File: src/rtl/jtcps1_dwnld_sched_pkg.sv
// jtcps1_dwnld_sched_pkg: shared FSM states, lane mask encodings and byte lane placement
package jtcps1_dwnld_sched_pkg;
  typedef enum logic [1:0] {IDLE, LOAD, FLUSH, DONE} state_t;
  localparam logic [1:0] MASK_LO = 2'b10;
  localparam logic [1:0] MASK_HI = 2'b01;
  localparam logic [1:0] MASK_W  = 2'b00;
  function automatic logic [15:0] lane_data(input logic [7:0] b, input logic [1:0] m);
    return m == MASK_HI ? {b, 8'h00} : m == MASK_LO ? {8'h00, b} : 16'h0000;
  endfunction
endpackage

File: src/rtl/jtcps1_dwnld_sched_if.sv
// jtcps1_dwnld_sched_if: loader byte stream and SDRAM write port of the download scheduler
interface jtcps1_dwnld_sched_if #(parameter int AW = 22);
  logic          downloading, in_we, ioctl_wait, sdram_we, sdram_ack, dwnld_done, overflow;
  logic [AW-1:0] in_addr, sdram_addr;
  logic [7:0]    in_data;
  logic [1:0]    in_mask, in_bank, sdram_mask, sdram_bank;
  logic [15:0]   sdram_data;
  modport slave (
    input  downloading, in_we, in_addr, in_data, in_mask, in_bank, sdram_ack,
    output ioctl_wait, sdram_addr, sdram_data, sdram_mask, sdram_bank, sdram_we, dwnld_done, overflow
  );
  modport master (
    output downloading, in_we, in_addr, in_data, in_mask, in_bank, sdram_ack,
    input  ioctl_wait, sdram_addr, sdram_data, sdram_mask, sdram_bank, sdram_we, dwnld_done, overflow
  );
endinterface

File: src/rtl/jtcps1_dwnld_sched_fifo.sv
// jtcps1_dwnld_sched_fifo: small synchronous FIFO, push on full only when popping the same cycle
module jtcps1_dwnld_sched_fifo #(
  parameter int DEPTH = 4,
  parameter int W     = 42
) (
  input  logic                   clk,
  input  logic                   rst,
  input  logic                   push_i,
  input  logic                   pop_i,
  input  logic [W-1:0]           din_i,
  output logic [W-1:0]           dout_o,
  output logic [$clog2(DEPTH):0] count_o,
  output logic                   full_o,
  output logic                   empty_o
);
  localparam int PW = $clog2(DEPTH);
  logic [W-1:0]  mem_q [DEPTH];
  logic [PW-1:0] wr_q, rd_q;
  logic [PW:0]   cnt_q;
  logic          do_push, do_pop;
  assign empty_o = cnt_q == '0;
  assign full_o  = cnt_q == (PW+1)'(DEPTH);
  assign do_pop  = pop_i && !empty_o;
  assign do_push = push_i && (!full_o || do_pop);
  assign dout_o  = mem_q[rd_q];
  assign count_o = cnt_q;
  // pointers wrap naturally at the power-of-two depth
  always_ff @(posedge clk)
    if (rst) begin
      wr_q  <= '0;
      rd_q  <= '0;
      cnt_q <= '0;
    end else begin
      wr_q  <= wr_q + PW'(do_push);
      rd_q  <= rd_q + PW'(do_pop);
      cnt_q <= cnt_q + (PW+1)'(do_push) - (PW+1)'(do_pop);
    end
  // storage needs no reset, occupancy is tracked by the count
  always_ff @(posedge clk)
    if (do_push) mem_q[wr_q] <= din_i;
endmodule

File: src/rtl/jtcps1_dwnld_sched.sv
// jtcps1_dwnld_sched: merges loader bytes into 16-bit words and schedules SDRAM writes
module jtcps1_dwnld_sched
  import jtcps1_dwnld_sched_pkg::*;
#(
  parameter int DEPTH = 4,
  parameter int AW    = 22
) (
  input logic                 clk,
  input logic                 rst,
  jtcps1_dwnld_sched_if.slave bus
);
  localparam int W  = AW + 20;
  localparam int CW = $clog2(DEPTH) + 1;
  state_t        state_q, state_d;
  logic          pv_q, pv_d, ovf_q, ovf_d, we_q, push, pop, full, empty, merge, room, take;
  logic [AW-1:0] pa_q, pa_d;
  logic [1:0]    pb_q, pb_d, pm_q, pm_d;
  logic [15:0]   pd_q, pd_d, lane;
  logic [W-1:0]  din, dout, out_q;
  logic [CW-1:0] count;
  assign lane  = lane_data(bus.in_data, bus.in_mask);
  assign merge = pv_q && bus.in_addr == pa_q && bus.in_bank == pb_q && bus.in_mask != pm_q;
  assign pop   = we_q && bus.sdram_ack;
  assign room  = !full || pop;
  assign take  = state_q == LOAD && bus.in_we;
  jtcps1_dwnld_sched_fifo #(.DEPTH(DEPTH), .W(W)) u_fifo (
    .clk(clk), .rst(rst), .push_i(push), .pop_i(pop), .din_i(din),
    .dout_o(dout), .count_o(count), .full_o(full), .empty_o(empty)
  );
  // control FSM plus pending-slot merge; a byte needing a push into a full FIFO is dropped
  always_comb begin
    state_d = state_q;
    pv_d    = pv_q;
    pa_d    = pa_q;
    pb_d    = pb_q;
    pd_d    = pd_q;
    pm_d    = pm_q;
    ovf_d   = ovf_q;
    push    = 1'b0;
    din     = {pa_q, pb_q, pd_q, pm_q};
    case (state_q)
      IDLE, DONE: state_d = bus.downloading ? LOAD : state_q;
      LOAD:       state_d = bus.downloading ? LOAD : FLUSH;
      default:    state_d = (!pv_q && empty && !we_q) ? DONE : FLUSH;
    endcase
    if (take && pv_q && !room) ovf_d = 1'b1;
    else if (take && merge) begin
      push = 1'b1;
      din  = {pa_q, pb_q, pd_q | lane, MASK_W};
      pv_d = 1'b0;
    end else if (take) begin
      push = pv_q;
      pv_d = 1'b1;
      pa_d = bus.in_addr;
      pb_d = bus.in_bank;
      pd_d = lane;
      pm_d = bus.in_mask;
    end
    if (state_q == FLUSH && pv_q && room) begin
      push = 1'b1;
      pv_d = 1'b0;
    end
  end
  // FSM, pending slot and sticky overflow registers
  always_ff @(posedge clk)
    if (rst) begin
      state_q <= IDLE;
      pv_q    <= 1'b0;
      pa_q    <= '0;
      pb_q    <= '0;
      pd_q    <= '0;
      pm_q    <= 2'b11;
      ovf_q   <= 1'b0;
    end else begin
      state_q <= state_d;
      pv_q    <= pv_d;
      pa_q    <= pa_d;
      pb_q    <= pb_d;
      pd_q    <= pd_d;
      pm_q    <= pm_d;
      ovf_q   <= ovf_d;
    end
  // hold the FIFO head on the bus until acked, then drop we for one cycle before the next word
  always_ff @(posedge clk)
    if (rst) begin
      we_q  <= 1'b0;
      out_q <= W'(2'b11);
    end else begin
      we_q <= we_q ? !bus.sdram_ack : !empty;
      if (!we_q && !empty) out_q <= dout;
    end
  assign {bus.sdram_addr, bus.sdram_bank, bus.sdram_data, bus.sdram_mask} = out_q;
  assign bus.sdram_we   = we_q;
  assign bus.ioctl_wait = count >= CW'(DEPTH - 1) || state_q == FLUSH;
  assign bus.dwnld_done = state_q == DONE;
  assign bus.overflow   = ovf_q;
endmodule
File: src/flat_wrapper.sv
// flat-port wrapper written by rule: the top's interface ports become plain ports
module jtcps1_dwnld_sched_flat import jtcps1_dwnld_sched_pkg::*;
#(
  parameter int DEPTH = 4,
  parameter int AW    = 22
)
  (clk, rst, bus_downloading, bus_in_we, bus_in_addr, bus_in_data, bus_in_mask, bus_in_bank, bus_sdram_ack, bus_ioctl_wait, bus_sdram_addr, bus_sdram_data, bus_sdram_mask, bus_sdram_bank, bus_sdram_we, bus_dwnld_done, bus_overflow);
  jtcps1_dwnld_sched_if #(.AW(AW)) bus_i ();
  input logic clk;
  input logic rst;
  input wire logic [$bits(bus_i.downloading)-1:0] bus_downloading;
  input wire logic [$bits(bus_i.in_we)-1:0] bus_in_we;
  input wire logic [$bits(bus_i.in_addr)-1:0] bus_in_addr;
  input wire logic [$bits(bus_i.in_data)-1:0] bus_in_data;
  input wire logic [$bits(bus_i.in_mask)-1:0] bus_in_mask;
  input wire logic [$bits(bus_i.in_bank)-1:0] bus_in_bank;
  input wire logic [$bits(bus_i.sdram_ack)-1:0] bus_sdram_ack;
  output wire logic [$bits(bus_i.ioctl_wait)-1:0] bus_ioctl_wait;
  output wire logic [$bits(bus_i.sdram_addr)-1:0] bus_sdram_addr;
  output wire logic [$bits(bus_i.sdram_data)-1:0] bus_sdram_data;
  output wire logic [$bits(bus_i.sdram_mask)-1:0] bus_sdram_mask;
  output wire logic [$bits(bus_i.sdram_bank)-1:0] bus_sdram_bank;
  output wire logic [$bits(bus_i.sdram_we)-1:0] bus_sdram_we;
  output wire logic [$bits(bus_i.dwnld_done)-1:0] bus_dwnld_done;
  output wire logic [$bits(bus_i.overflow)-1:0] bus_overflow;
  assign bus_i.downloading = bus_downloading;
  assign bus_i.in_we = bus_in_we;
  assign bus_i.in_addr = bus_in_addr;
  assign bus_i.in_data = bus_in_data;
  assign bus_i.in_mask = bus_in_mask;
  assign bus_i.in_bank = bus_in_bank;
  assign bus_i.sdram_ack = bus_sdram_ack;
  assign bus_ioctl_wait = bus_i.ioctl_wait;
  assign bus_sdram_addr = bus_i.sdram_addr;
  assign bus_sdram_data = bus_i.sdram_data;
  assign bus_sdram_mask = bus_i.sdram_mask;
  assign bus_sdram_bank = bus_i.sdram_bank;
  assign bus_sdram_we = bus_i.sdram_we;
  assign bus_dwnld_done = bus_i.dwnld_done;
  assign bus_overflow = bus_i.overflow;
  jtcps1_dwnld_sched #(.DEPTH(DEPTH), .AW(AW)) u_core (.clk(clk), .rst(rst), .bus(bus_i));
endmodule
File: config.mk
export PLATFORM = sky130hd
export DESIGN_NAME = jtcps1_dwnld_sched_flat
export DESIGN_NICKNAME = d
export VERILOG_FILES = /design/src/rtl/jtcps1_dwnld_sched_pkg.sv /design/src/rtl/jtcps1_dwnld_sched_if.sv /design/src/rtl/jtcps1_dwnld_sched_fifo.sv /design/src/rtl/jtcps1_dwnld_sched.sv /design/src/flat_wrapper.sv
export SDC_FILE = /design/constraint.sdc
export NUM_CORES = 1
export LEC_CHECK = 0
export ABC_CLOCK_PERIOD_IN_PS = 12150
export BUFFER_PORTS_ARGS = -buffer_cell sky130_fd_sc_hd__buf_2
export CORE_MARGIN = 2
export CORE_UTILIZATION = 58
export CTS_CLUSTER_DIAMETER = 80
export DETAILED_ROUTE_END_ITERATION = 10
export PLACE_DENSITY_LB_ADDON = 0.12
export SLEW_MARGIN = 40
export SYNTH_ARGS = -nofsm -noshare
export SYNTH_HDL_FRONTEND = slang
export SYNTH_SLANG_ARGS = --single-unit
export TNS_END_PERCENT = 20
File: constraint.sdc
create_clock -name clk -period 12.15 [get_ports clk]
set_input_delay 1.215 -clock clk [delete_from_list [all_inputs] [get_ports clk]]
set_output_delay 1.215 -clock clk [all_outputs]
set_load 0.01 [all_outputs]
==> metrics.log <==
INFO  metric status = finished, final reports clean
INFO  metric synth-edff-count = 168
INFO  metric post_drt_wl_per_cell = 20.2 um
INFO  metric final_number_of_max_transition_violations = 0
INFO  metric die_h = 138 um
INFO  metric number_of_buffers_inserted_to_repair_setup_after_cts = 0
INFO  metric synthesis.instances = 721
INFO  metric cell_type_contributing_the_most_total_cell_area_after_synthesis = sky130_fd_sc_hd__edfxtp_1
INFO  metric timing.final.crit_period = 2.91 ns
INFO  metric cp.required = 12.54 ns
INFO  metric worstSetupEndpointType = flip-flop
INFO  metric total_number_of_h_tree_levels = 1
INFO  metric detail_route.drc_violations = 0
INFO  metric proportion_of_layout_cells_with_a_drive_suffix_above_1 = 24.9%
INFO  metric cts-root-to-sink-buffers = 3
INFO  metric path_clk_slew = 0.06 ns
INFO  metric grt_first_pass_wirelength = 33600 um
INFO  metric min_path_type = reg -> reg
INFO  metric ys_ff_latch = 264
INFO  metric diodes = 0
INFO  metric port_buffers = 84
INFO  metric netlist.area_leader.share = 48.2%
INFO  metric area_enclosed_by_the_die_boundary = 19100 um^2
INFO  metric ctsResizeCount = 0
INFO  metric total_leakage_power = 4.14 nW
INFO  metric grt_start_max_net_pins = 78
INFO  metric synth-warning-count = 0
INFO  metric synth.most_common_cell = sky130_fd_sc_hd__edfxtp_1
INFO  metric powerDensity = 171 nW/um^2
INFO  metric stdcell_count = 1049
INFO  metric synth_ff_type = sky130_fd_sc_hd__edfxtp_1
INFO  metric max_cap_viol_count = 0
INFO  metric design.portCount = 85
INFO  metric final.fill_count = 1285
INFO  metric area_growth_syn_to_layout = 14.2%
INFO  metric setup_viol = 0
INFO  metric max_slew.worst_pin.slew = 0.821 ns
INFO  metric fp.coreArea = 17800 um^2
INFO  metric start_kind = input port
INFO  metric grt_setup_unrepaired = false
INFO  metric path_max_fanout = 5
INFO  metric post-route-util = 66.9%
INFO  metric clk-insertion-delay-late = 0.53 ns
INFO  metric clock-sinks = 264
INFO  metric slew_headroom = 45.3%
INFO  metric placed_area = 11000 um^2
INFO  metric cts_tree = yes
INFO  metric globalRouteTotalUtil = 22.3%
INFO  metric asyncSetResetFlopFracSynth = 0%
INFO  metric top_post_synthesis_cells_by_area = sky130_fd_sc_hd__edfxtp_1 48%, sky130_fd_sc_hd__dfxtp_1 18%, sky130_fd_sc_hd__mux4_2 9.0%, sky130_fd_sc_hd__mux2i_1 4.0%, sky130_fd_sc_hd__nand2_1 3.8%
INFO  metric finish.instance_area = 11900 um^2
INFO  metric post_synth_most_frequent_cells = 168 x sky130_fd_sc_hd__edfxtp_1, 107 x sky130_fd_sc_hd__nand2_1, 96 x sky130_fd_sc_hd__dfxtp_1
INFO  metric place.detailed.instances = 1001
INFO  metric initialDrtViolationCount = 391
INFO  metric ys_types = 38
INFO  metric fin_skew = 0.0213 ns
INFO  metric fin_crit_sh = 24.0%
INFO  metric drt-pass1-iter-count = 5
INFO  metric num-nets-final = 849
INFO  metric syn-num-nets = 770
INFO  metric detailroute.via_count = 5977
INFO  metric post_drt_via_cell_ratio = 5.70
INFO  metric power.ir.vdd_worst = 121 uV
INFO  metric cts_hold_buf = 0
INFO  metric maxClockFrequency = 0.343 GHz
INFO  metric drt.antenna.violating_nets = 0
INFO  metric first_global_vias = 6240
INFO  metric root_buffer = sky130_fd_sc_hd__clkbuf_16
INFO  metric floorplan.initialDensity = 58.6%
INFO  metric synth-seq-area-share = 66.6%
INFO  metric post_synth_instance_area = 10500 um^2
INFO  metric arrival = 3.30 ns
INFO  metric antenna_violations_before_repair = 0
INFO  metric overflow = 0
INFO  metric rd_place_congestion = 0.746
INFO  metric std_cell_rows = 49
INFO  metric wirelength = 21200 um
INFO  metric timing_worst_setup_path_type = in -> reg
INFO  metric setup_tns = 0 ns
INFO  metric postSynthAreaPerCell = 14.5 um^2
INFO  metric dp_hpwl = 12100 um
INFO  metric hold_viol = 0
INFO  metric dieWidth = 138 um
INFO  metric final.hold.worst_slack = 0.449 ns
INFO  metric cts_inserted_buffers = 26
final timing paths:
check	start	end	slack [ns]	depth (start not counted)
setup / recovery	bus_sdram_ack	u_core.u_fifo.count_o[1]	9.24	10
setup reg to reg	u_core.state_q[1]	u_core.u_fifo.count_o[2]	9.45	12
hold / removal	u_core.out_q[25]	u_core.out_q[25]	0.45	2
hold reg to reg	u_core.out_q[25]	u_core.out_q[25]	0.45	2
cell usage in the layout, fill, tap and decap left out, types with 3 or more instances in the layout:
cell type	Yosys	layout
sky130_fd_sc_hd__edfxtp_1	168	168
sky130_fd_sc_hd__nand2_1	107	107
sky130_fd_sc_hd__dfxtp_1	96	94
sky130_fd_sc_hd__buf_2	4	83
sky130_fd_sc_hd__nand2b_1	64	64
sky130_fd_sc_hd__mux4_2	42	42
sky130_fd_sc_hd__mux2i_1	42	42
sky130_fd_sc_hd__a21oi_1	41	41
sky130_fd_sc_hd__clkbuf_16	0	27
sky130_fd_sc_hd__xnor2_1	16	16
sky130_fd_sc_hd__a31o_2	16	16
sky130_fd_sc_hd__xor2_1	13	13
sky130_fd_sc_hd__nor2_1	16	13
sky130_fd_sc_hd__nor2b_1	9	9
sky130_fd_sc_hd__ha_1	9	9
sky130_fd_sc_hd__buf_4	1	9
sky130_fd_sc_hd__inv_1	7	7
sky130_fd_sc_hd__clkbuf_1	30	5
sky130_fd_sc_hd__clkinv_2	0	5
sky130_fd_sc_hd__nand4_1	4	4
sky130_fd_sc_hd__nor4_1	4	4
sky130_fd_sc_hd__bufinv_16	0	4
sky130_fd_sc_hd__nor3_1	4	3
sky130_fd_sc_hd__nor2_4	0	3
sky130_fd_sc_hd__nand3b_1	3	3
sky130_fd_sc_hd__a211oi_1	3	3
sky130_fd_sc_hd__clkbuf_8	0	3
sky130_fd_sc_hd__clkinvlp_4	0	3
registers in the layout, summed over array words and instances (netlist names):
register	cells
u_core.u_fifo.mem_q	168
u_core.u_fifo.count_o	3
u_core.pv_q	1
u_core.u_fifo.rd_q	2
u_core.u_fifo.wr_q	2
u_core.out_q	42
u_core.bus.sdram_we	1
u_core.state_q	2
u_core.bus.overflow	1
u_core.pb_q	2
u_core.pm_q	2
u_core.pd_q	16
u_core.pa_q	22
kinds of logic (layout without fill, tap and decap cells):
kind of cell | count (synthesis) | after routing | share of synthesized area (%)
AOI/OAI and AO/OA | 67 | 67 | 3.97
xor gates and xnor gates | 29 | 29 | 2.43
muxes | 84 | 84 | 13.1
adders and majority gates | 10 | 10 | 1.27
and+or+nand+nor | 218 | 218 | 10.1
buffers and inverters | 49 | 148 | 2.54
DFF | 264 | 264 | 66.6
through the flow:
step | setup slack (ns) | total power [mW]
global placement | 8.44 | 1.22
finish | 9.24 | 2.04
global route | 9.04 | 2.11
floorplan | 7.03 | 1.18
CTS | 9.25 | 2.06
detailed placement | 8.72 | 1.23
per-layer routing:
layer  vias to the layer above  GRT usage, %  wire [um]
li1                       2773             -          -
met1                      3006          31.5       9500
met2                       167          37.1      10200
met3                        31          2.74       1010
met4                         0          6.82        450
met5                         -             0          0
area by class of cell:
class	instances	area [um^2]	share of cell area, %
flip-flops and latches	264	6970	58.4
multi-input cells	408	3260	27.3
clock buffers	35	736	6.16
repair buffers	93	494	4.14
well taps	229	287	2.40
clock inverters	13	171	1.44
inverters	7	26.3	0.220
worst max-delay path: stages:
cell	delay, ns
sky130_fd_sc_hd__buf_2	0.10
sky130_fd_sc_hd__nand2_1	0.06
sky130_fd_sc_hd__nor4b_1	0.53
sky130_fd_sc_hd__nor2_1	0.22
sky130_fd_sc_hd__inv_1	0.15
sky130_fd_sc_hd__ha_1	0.24
sky130_fd_sc_hd__inv_1	0.06
sky130_fd_sc_hd__ha_1	0.17
sky130_fd_sc_hd__fa_1	0.42
sky130_fd_sc_hd__nor2b_1	0.13
power breakdown:
| group | total [mW] | switching [mW] | internal [mW] | leakage [nW] |
|---|---|---|---|---|
| clock | 0.830 | 0.321 | 0.509 | 0.438 |
| sequential | 1.03 | 0.0321 | 0.997 | 2.34 |
| combinational | 0.182 | 0.107 | 0.0758 | 1.36 |
| total | 2.04 | 0.460 | 1.58 | 4.14 |
(Power assumes the default switching activity.)
